<file path="src/rtl/cnn_fifo_pkg.sv">
// Shared FIFO helpers: pointer/count width functions and status-vector bit positions.
package cnn_fifo_pkg;

  localparam int STAT_EMPTY  = 0;
  localparam int STAT_FULL   = 1;
  localparam int STAT_AEMPTY = 2;
  localparam int STAT_AFULL  = 3;
  localparam int STAT_OVF    = 4;
  localparam int STAT_UDF    = 5;
  localparam int STAT_W      = 6;

  function automatic int fifo_ptr_w(input int depth);
    return $clog2(depth);
  endfunction

  function automatic int fifo_cnt_w(input int depth);
    return $clog2(depth) + 1;
  endfunction

endpackage

</file>
<file path="src/rtl/sync_fifo_mem.sv">
// Simple dual-port storage for sync_fifo: registered read port by default,
// asynchronous read port when SYNC_FIFO_FWFT_EN is defined. Array is never reset.
module sync_fifo_mem #(
  parameter int WIDTH = 8,
  parameter int DEPTH = 16,
  parameter int AW    = 4
) (
  input  logic             clk,
`ifndef SYNC_FIFO_FWFT_EN
  input  logic             rst_n,
  input  logic             i_rd_en,
`endif
  input  logic             i_wr_en,
  input  logic [AW-1:0]    i_wr_addr,
  input  logic [WIDTH-1:0] i_wr_data,
  input  logic [AW-1:0]    i_rd_addr,
  output logic [WIDTH-1:0] o_rd_data
);

  logic [WIDTH-1:0] r_mem [DEPTH];

  always_ff @(posedge clk) begin
    if (i_wr_en) r_mem[i_wr_addr] <= i_wr_data;
  end

`ifdef SYNC_FIFO_FWFT_EN
  assign o_rd_data = r_mem[i_rd_addr];
`else
  logic [WIDTH-1:0] r_rd_data;

  // Output register holds the last popped word between reads.
  always_ff @(posedge clk or negedge rst_n) begin
    if (!rst_n)       r_rd_data <= '0;
    else if (i_rd_en) r_rd_data <= r_mem[i_rd_addr];
  end

  assign o_rd_data = r_rd_data;
`endif

endmodule

</file>
<file path="src/rtl/sync_fifo.sv">
// Synchronous FIFO with registered status, thresholds and sticky error flags; read latency 1
// (0 with SYNC_FIFO_FWFT_EN); writes when full / reads when empty are dropped and flagged.
module sync_fifo
  import cnn_fifo_pkg::*;
#(
  parameter int DEPTH     = 16,
  parameter int WIDTH     = 8,
  parameter int AF_THRESH = DEPTH - 2,
  parameter int AE_THRESH = 2
) (
  input  logic                        clk,
  input  logic                        rest_n,
  input  logic                        clr,
  input  logic                        wr_en,
  input  logic [WIDTH-1:0]            wr_data,
  input  logic                        rd_en,
  output logic [WIDTH-1:0]            rd_data,
  output logic                        data_out_vld,
  output logic                        full,
  output logic                        empty,
  output logic                        almost_full,
  output logic                        almost_empty,
  output logic [fifo_cnt_w(DEPTH)-1:0] count,
  output logic                        overflow,
  output logic                        underflow
);

  localparam int AW = fifo_ptr_w(DEPTH);
  localparam int CW = fifo_cnt_w(DEPTH);
  localparam logic [CW-1:0] LP_DEPTH = CW'(DEPTH);
  localparam logic [CW-1:0] LP_AF    = CW'(AF_THRESH);
  localparam logic [CW-1:0] LP_AE    = CW'(AE_THRESH);

  logic [AW-1:0]     r_wr_ptr;
  logic [AW-1:0]     r_rd_ptr;
  logic [CW-1:0]     r_count;
  logic [CW-1:0]     w_count_nxt;
  logic [STAT_W-1:0] r_stat;
  logic [STAT_W-1:0] w_stat_nxt;
  logic              w_wr_acc;
  logic              w_rd_acc;

  // Acceptance uses only registered status, so no wr_en/rd_en -> full/empty path exists.
  assign w_wr_acc = wr_en && !r_stat[STAT_FULL]  && !clr;
  assign w_rd_acc = rd_en && !r_stat[STAT_EMPTY] && !clr;

  always_comb begin
    w_count_nxt = r_count;
    if (clr)                         w_count_nxt = '0;
    else if (w_wr_acc && !w_rd_acc)  w_count_nxt = r_count + CW'(1);
    else if (w_rd_acc && !w_wr_acc)  w_count_nxt = r_count - CW'(1);

    w_stat_nxt              = '0;
    w_stat_nxt[STAT_EMPTY]  = (w_count_nxt == '0);
    w_stat_nxt[STAT_FULL]   = (w_count_nxt == LP_DEPTH);
    w_stat_nxt[STAT_AEMPTY] = (w_count_nxt <= LP_AE);
    w_stat_nxt[STAT_AFULL]  = (w_count_nxt >= LP_AF);
    w_stat_nxt[STAT_OVF]    = !clr && (r_stat[STAT_OVF] || (wr_en && r_stat[STAT_FULL]));
    w_stat_nxt[STAT_UDF]    = !clr && (r_stat[STAT_UDF] || (rd_en && r_stat[STAT_EMPTY]));
  end

  always_ff @(posedge clk or negedge rest_n) begin
    if (!rest_n) begin
      r_wr_ptr            <= '0;
      r_rd_ptr            <= '0;
      r_count             <= '0;
      r_stat              <= '0;
      r_stat[STAT_EMPTY]  <= 1'b1;
      r_stat[STAT_AEMPTY] <= 1'b1;
    end else begin
      r_count <= w_count_nxt;
      r_stat  <= w_stat_nxt;
      if (clr) begin
        r_wr_ptr <= '0;
        r_rd_ptr <= '0;
      end else begin
        if (w_wr_acc) r_wr_ptr <= r_wr_ptr + AW'(1);
        if (w_rd_acc) r_rd_ptr <= r_rd_ptr + AW'(1);
      end
    end
  end

  assign count        = r_count;
  assign empty        = r_stat[STAT_EMPTY];
  assign full         = r_stat[STAT_FULL];
  assign almost_empty = r_stat[STAT_AEMPTY];
  assign almost_full  = r_stat[STAT_AFULL];
  assign overflow     = r_stat[STAT_OVF];
  assign underflow    = r_stat[STAT_UDF];

`ifdef SYNC_FIFO_FWFT_EN
  sync_fifo_mem #(.WIDTH(WIDTH), .DEPTH(DEPTH), .AW(AW)) u_mem (
    .clk       (clk),
    .i_wr_en   (w_wr_acc),
    .i_wr_addr (r_wr_ptr),
    .i_wr_data (wr_data),
    .i_rd_addr (r_rd_ptr),
    .o_rd_data (rd_data)
  );

  assign data_out_vld = !r_stat[STAT_EMPTY];
`else
  logic r_dout_vld;

  sync_fifo_mem #(.WIDTH(WIDTH), .DEPTH(DEPTH), .AW(AW)) u_mem (
    .clk       (clk),
    .rst_n     (rest_n),
    .i_rd_en   (w_rd_acc),
    .i_wr_en   (w_wr_acc),
    .i_wr_addr (r_wr_ptr),
    .i_wr_data (wr_data),
    .i_rd_addr (r_rd_ptr),
    .o_rd_data (rd_data)
  );

  always_ff @(posedge clk or negedge rest_n) begin
    if (!rest_n) r_dout_vld <= 1'b0;
    else         r_dout_vld <= w_rd_acc;
  end

  assign data_out_vld = r_dout_vld;
`endif

endmodule

</file>
<file path="config.mk">
export PLATFORM = sky130hd
export DESIGN_NAME = sync_fifo
export DESIGN_NICKNAME = d
export VERILOG_FILES = /design/src/rtl/cnn_fifo_pkg.sv /design/src/rtl/sync_fifo_mem.sv /design/src/rtl/sync_fifo.sv
export SDC_FILE = /design/constraint.sdc
export NUM_CORES = 1
export LEC_CHECK = 0
export BUFFER_PORTS_ARGS = -buffer_cell sky130_fd_sc_hd__buf_2
export CORE_UTILIZATION = 45
export DETAILED_ROUTE_END_ITERATION = 12
export GPL_TIMING_DRIVEN = 0
export PLACE_DENSITY_LB_ADDON = 0.08
export RECOVER_POWER = 100
export SETUP_SLACK_MARGIN = 0.02
export SYNTH_ARGS = -nofsm -noshare
export SYNTH_HDL_FRONTEND = slang
export SYNTH_SLANG_ARGS = --single-unit
</file>
<file path="constraint.sdc">
create_clock -name clk -period 2 [get_ports clk]
set_clock_uncertainty 0.2 [all_clocks]
set_input_delay 0.3 -clock clk [delete_from_list [all_inputs] [get_ports clk]]
set_output_delay 0.3 -clock clk [all_outputs]
set_load 0.1 [all_outputs]
</file>
==> out/metrics.yaml, run 1 <==
r2r_start: "count[0]"
drt.antenna.violating_nets: 0
dr.pass1.iters: 4
antennaDiodeCount: 0
clock_latency_ns: 0.42
final_cell_mix: "edfxtp_1, mux4_2, buf_2, buf_12"
routed_wl_mm: 13.6
synth_area_sq_mm: 0.00634
syn_area_per_cell_sq_um: 17.8
ctsRootBufferMaster: "clkbuf_16"
status: "complete, but fails checks"
grt_pass1_vias: 3589
final_common_cell: "edfxtp_1"
numCtsBuffers: 17
reg2reg_slack_ns: -0.02
crit_type: "reg2reg"
vdd_drop_max_v: 0.00103
die_area_sq_mm: 0.0146
cp_common_cell: "nor3_4"
hold_viol_final: 0
hold_end: "data_out_vld"
worst_pin_slew_ns: 0.712
syn_nets: 377
post-route-util_pct: 60.6
synth-seq-area-share_pct: 71.7
min_period_ns: 2.02
ctsHtreeMaxLevel: 4
yosysTopAreaCellShare_pct: 60.7
tns_ns: -0.0179
dp_hpwl_mm: 8.44
synth-simple-area-share_pct: 6.81
ctsLongestPathBuffers: 2
drc: 0
rsz0062_at_grt: "true"
core_area_sq_mm: 0.0135
area_growth_pct: 29.2
setup_viol: 1
crit_buf_inv: 1
routedWlPerCell_um: 21.7
cp_max_fo: 6
place.gp.congestion: 0.747
synthMuxAreaShare_pct: 13.9
cts_tree: "yes"
yosys.area_share.xor_xnor_pct: 0.829
slew_headroom_pct: 52.5
async_flop_share_pct: 17.9
worstPathCellList: "buf_8 > or4_4 > nor3_4 > o21a_2 > nor3_4 > nor4_1"
num_vias: 3537
worst_slack_ns: -0.0179
grtUsageTotal_pct: 20.8
grt-ovfl-total: 0
first_iter_violations: 315
drv_cap: 0
crit_required_ns: 2.12
yosys_most_used_dff: "edfxtp_1"
synth_fa_ha_area_share_pct: 1.38
worstHoldPathType: "in2reg"
arrival_ns: 2.13
viasPerCell: 5.61
rows: 42
holdPathStages: 3
critPathTopFamily: "simple AND/OR/NAND/NOR gates"
grt_max_degree: 29
crit_slowest_cell: "dfrtp_4"
cpPeakStageDelay_ns: 0.49
drive_gt1_share_pct: 40.5
io_pins: 33
power_density_mw_per_mm2: 1110
antenna_found_initial: 0
synth_area_leader_cell: "edfxtp_1"
synth_edf_count: 128
netlist_instances: 357
synth_cell_types: 50
start_kind: "flop"
grt_pass1_wl_mm: 21.3
synth.area.top_cells: "edfxtp_1, mux4_2, dfrtp_1, mux2i_1, nor2_1"
finalMaxSlewViolations: 0
r2r_cells: 6
max_freq_ghz: 0.496
io_buffer_count: 32
nNetsFinal: 462
die_h_um: 121
p_total_mw: 9.09
place_ws_ns: -0.524
clock_sinks: 156
fp.dieW_um: 121
synth_top_family_by_area: "multiplexers"
timing.rr.end: "r_stat[2]"
fin_crit_sh_pct: 101
worstSetupEndpointType: "flop"
fillers: 966
hold_start: "clr"
clk_pin_slew_ns: 0.06
initial_core_util_pct: 46.9
p_leak_nw: 2.80
synth_compound_area_share_pct: 3.20
violations: "setup timing"
ys_seq_elements: 156
yosys_warnings: 0
[flip-flops by register name (all words and copies together), names as in the netlist]
signal / count
r_stat: 6
u_mem.r_mem: 128
u_mem.o_rd_data: 8
r_rd_ptr: 4
r_wr_ptr: 4
count: 5
data_out_vld: 1
[synthesized netlist by cell type, drive strengths merged, types with 4 or more instances]
| cell type | count |
|---|---|
| nor3 | 7 |
| inv | 5 |
| o221ai | 6 |
| edfxtp | 128 |
| dfrtp | 26 |
| mux2i | 14 |
| ha | 7 |
| nand3 | 7 |
| xor2 | 4 |
| clkbuf | 5 |
| mux4 | 32 |
| buf | 13 |
| nor2 | 30 |
| nand2 | 24 |
| a21oi | 9 |
[logic make-up (layout without fill, tap and decap cells)]
logic type | count (synthesis) | in the layout
AOI/OAI and AO/OA | 28 | 28
xor gates and xnor gates | 6 | 6
adders and majority gates | 7 | 7
buffers and inverters | 24 | 121
DFF | 156 | 156
muxes | 48 | 48
and+or+nand+nor | 88 | 88
[worst reg2reg max path: stages (launching register included)]
cell and delay, ns:
dfrtp_4 0.49, buf_8 0.14, or4_4 0.42, nor3_4 0.14
o21a_2 0.17, nor3_4 0.06, nor4_1 0.30
[layout make-up]
class                   instances  area, sq um  share of cell area [%]
flip-flops and latches        156         4570                    55.7
multi-input cells             177         1980                    24.2
repair buffers                 66          653                    7.97
clock buffers                  20          437                    5.33
well taps                     176          220                    2.69
plain buffers                  19          213                    2.60
clock inverters                11          103                    1.25
inverters                       5         18.8                   0.229
[per-stage QoR]
step                std cells  cell area, sq um  hold slack (ns)
floorplan                 357              6510           -0.196
global placement          565              6890            0.158
detailed placement        565              6890            0.167
CTS                       621              7980           0.0122
global route              630              8190           0.0328
finish                    630              8190           0.0254
[what timing repair did]
item,CTS,global route
resized for setup,35,29
endpoints found under the hold margin,30,0
pin swaps,17,6
hold buffers,4,0
setup buffers,21,9
endpoints found under the setup margin,126,128
[layer usage]
| metal | share of wire (%) | track usage, % | up-vias | wire length, um |
|---|---|---|---|---|
| met2 | 49 | 31.5 | 102 | 6630 |
| met4 | 1.0 | 7.41 | 0 | 143 |
| met3 | 4.9 | 4.95 | 14 | 664 |
| met1 | 45 | 29.4 | 1837 | 6210 |
| li1 | - | - | 1584 | - |
| met5 | 0 | 0 | - | 0 |
[worst max path at each step]
stage	startpoint	end	slack, ns	cells after the start
after global placement	r_rd_ptr[2]	u_mem.o_rd_data[0]	-0.51	5
after CTS	count[0]	r_stat[0]	-0.05	6
after floorplan	count[0]	r_stat[3]	-0.12	6
final	count[0]	r_stat[2]	-0.02	6
after detailed placement	r_rd_ptr[2]	u_mem.o_rd_data[0]	-0.52	5
after global routing	r_stat[0]	r_stat[1]	-0.15	6
[power by group]
part | leakage (nW) | total (mW) | internal, mW | switching, mW
Clock | 0.263 | 2.98 | 1.80 | 1.18
Combinational | 1.02 | 2.28 | 0.660 | 1.62
Sequential | 1.51 | 3.83 | 3.72 | 0.108
Power figures use the tool's default switching activity.
==> run 2, diff against run 1 <==
--- a/config.mk
+++ b/config.mk
@@ -5,12 +5,12 @@
 export SDC_FILE = /design/constraint.sdc
 export NUM_CORES = 1
 export LEC_CHECK = 0
+export ABC_AREA = 1
 export BUFFER_PORTS_ARGS = -buffer_cell sky130_fd_sc_hd__buf_2
-export CORE_UTILIZATION = 45
+export CORE_UTILIZATION = 55
 export DETAILED_ROUTE_END_ITERATION = 12
 export GPL_TIMING_DRIVEN = 0
 export PLACE_DENSITY_LB_ADDON = 0.08
-export RECOVER_POWER = 100
 export SETUP_SLACK_MARGIN = 0.02
 export SYNTH_ARGS = -nofsm -noshare
 export SYNTH_HDL_FRONTEND = slang
==> run 2 against run 1 <==
Effect of this change: the flow finishes with violations (DRC); sequential power about the same; hold slack improved by 0.041 ns; utilization increased by 5.4 points; cell area decreased by 6.8%; via count increased by 32%; flip-flop and latch count unchanged; combinational power increased by 7%; die area decreased by 14%; clock power increased by 5%; count of clock-buffer cells in the layout decreased by 3; register-to-register slack improved by 0.04 ns; non-clock buffer count decreased by 21; largest cell class unchanged.
==> out/metrics.yaml, run 2 <==
status: "complete, but fails checks"
violations: "DRC"
drv_cap: 0
worst_pin_slew_ns: 0.652
crit_type: "reg2reg"
routedWlPerCell_um: 20.1
ys_seq_elements: 156
routed_wl_mm: 16.3
first_iter_violations: 696
grt_pass1_vias: 4458
io_pins: 33
grtUsageTotal_pct: 28.6
largest_reg_flops: 128
worst_slack_ns: 0.0221
start_kind: "flop"
hold_viol_final: 0
crit_required_ns: 1.86
die_area_sq_mm: 0.0125
num_vias: 4657
drive_gt1_share_pct: 19.5
max_freq_ghz: 0.506
p_leak_nw: 3.04
synth_most_common_cell: "nand2_1"
dr.max_layer_used: "met4"
finalMaxSlewViolations: 0
final_cell_mix: "nand2_1, edfxtp_1, nand3_1, buf_2, dfrtp_1"
antennaDiodeCount: 0
yosysTopAreaCellShare_pct: 58.1
die_h_um: 112
synth_edf_count: 128
fp.dieW_um: 112
slew_headroom_pct: 56.5
ctsHtreeMaxLevel: 4
dr_wl_met3_mm: 1.41
core_area_sq_mm: 0.0116
yosys_warnings: 0
antenna_found_initial: 0
tns_ns: 0
io_buffer_count: 32
place_ws_ns: -0.457
post-route-util_pct: 66.0
regMostFlops: "u_mem.r_mem"
clock_latency_ns: 0.43
synth_common_cells: "nand2_1, edfxtp_1, nand3_1"
area_growth_pct: 15.4
synth_area_sq_mm: 0.00661
rsz0062_at_grt: "true"
p_total_mw: 9.38
drt.antenna.violating_nets: 0
drc: 4
async_flop_share_pct: 17.9
grt_pass1_wl_mm: 25.6
netlist_instances: 598
grt-ovfl-total: 0
synth-seq-area-share_pct: 68.7
initial_core_util_pct: 57.2
ctsRootBufferMaster: "clkbuf_16"
viasPerCell: 5.76
power_density_mw_per_mm2: 1230
syn_nets: 618
worstSetupEndpointType: "flop"
wl_met1_mm: 7.14
synth.area.top_cells: "edfxtp_1, nand2_1, dfrtp_1, nand3_1, buf_2"
fin_crit_sh_pct: 98.9
dr.pass1.iters: 9
cp_max_fo: 8
setup_viol: 0
place.gp.congestion: 0.905
numCtsBuffers: 17
final_common_cell: "nand2_1"
dp_hpwl_mm: 11.1
ctsLongestPathBuffers: 2
yosys_most_used_dff: "edfxtp_1"
vdd_drop_max_v: 0.000770
grt_max_degree: 29
synth_cell_types: 31
min_period_ns: 1.98
rows: 39
cts_tree: "yes"
met2_length_mm: 7.37
worstHoldPathType: "in2reg"
arrival_ns: 1.84
synth_area_leader_cell: "edfxtp_1"
nNetsFinal: 673
syn_area_per_cell_sq_um: 11.1
clock_sinks: 156
clk_pin_slew_ns: 0.06
## run 2: worst max-delay path: stages (launching register included)
cell and delay, ns:
dfrtp_2 0.43, nor2_4 0.22, nand2_1 0.25, nor2_2 0.50
## run 2: worst paths after layout
path                            from           endpoint  slack [ns]  depth (start not counted)
setup / recovery           r_stat[1]  u_mem.r_mem[7][4]        0.02                          3
hold / removal                   clr           count[1]        0.07                          4
min in group asynchronous     rest_n          r_stat[4]        0.24                          2
setup reg to reg           r_stat[1]  u_mem.r_mem[7][4]        0.02                          3
max in group asynchronous     rest_n           count[2]        0.90                          2
hold reg to reg            r_stat[4]          r_stat[4]        0.29                          2
## run 2: stage by stage
stage	std cells	hold WS [ns]	area, sq um
6_report	809	0.0666	7630
5_1_grt	809	0.0896	7630
4_1_cts	809	0.0481	7600
3_5_place_dp	773	0.162	6960
3_3_place_gp	773	0.147	6960
2_1_floorplan	598	-0.196	6620
## run 2: power breakdown
group | switching (mW) | internal (mW) | leakage (nW)
registers | 0.107 | 3.69 | 1.50
clock network | 1.31 | 1.83 | 0.270
logic | 1.92 | 0.517 | 1.27
total | 3.34 | 6.04 | 3.04
## run 2: kinds of logic after synthesis
| group | after synthesis | synth area share [%] |
|---|---|---|
| fa+ha+maj | 7 | 1.32 |
| buf+inv | 56 | 3.75 |
| compound gates | 36 | 3.25 |
| simple gates | 341 | 22.7 |
| flops | 156 | 68.7 |
| xor+xnor | 2 | 0.265 |
## run 2: cell type report
class / instances / area, sq um
clock inverters: 15 / 146
fillers: 876 / 3930
repair buffers: 36 / 200
inverters: 28 / 105
flip-flops and latches: 156 / 4550
multi-input cells: 386 / 1860
clock buffers: 17 / 425
plain buffers: 28 / 161
well taps: 143 / 179
## run 2: repair_timing
item / in CTS / in global routing
hold buffers: 4 / 0
setup endpoints to repair: 128 / 63
pin swaps: 0 / 0
endpoints found under the hold margin: 28 / 0
gates cloned: 0 / 0
setup buffers: 0 / 0
resized for setup: 12 / 21
## run 2: routing by layer
metal,track usage (%),vias to the layer above
met3,6.91,31
met2,41.2,229
li1,-,2175
met5,0,-
met4,10.5,0
met1,42.3,2222
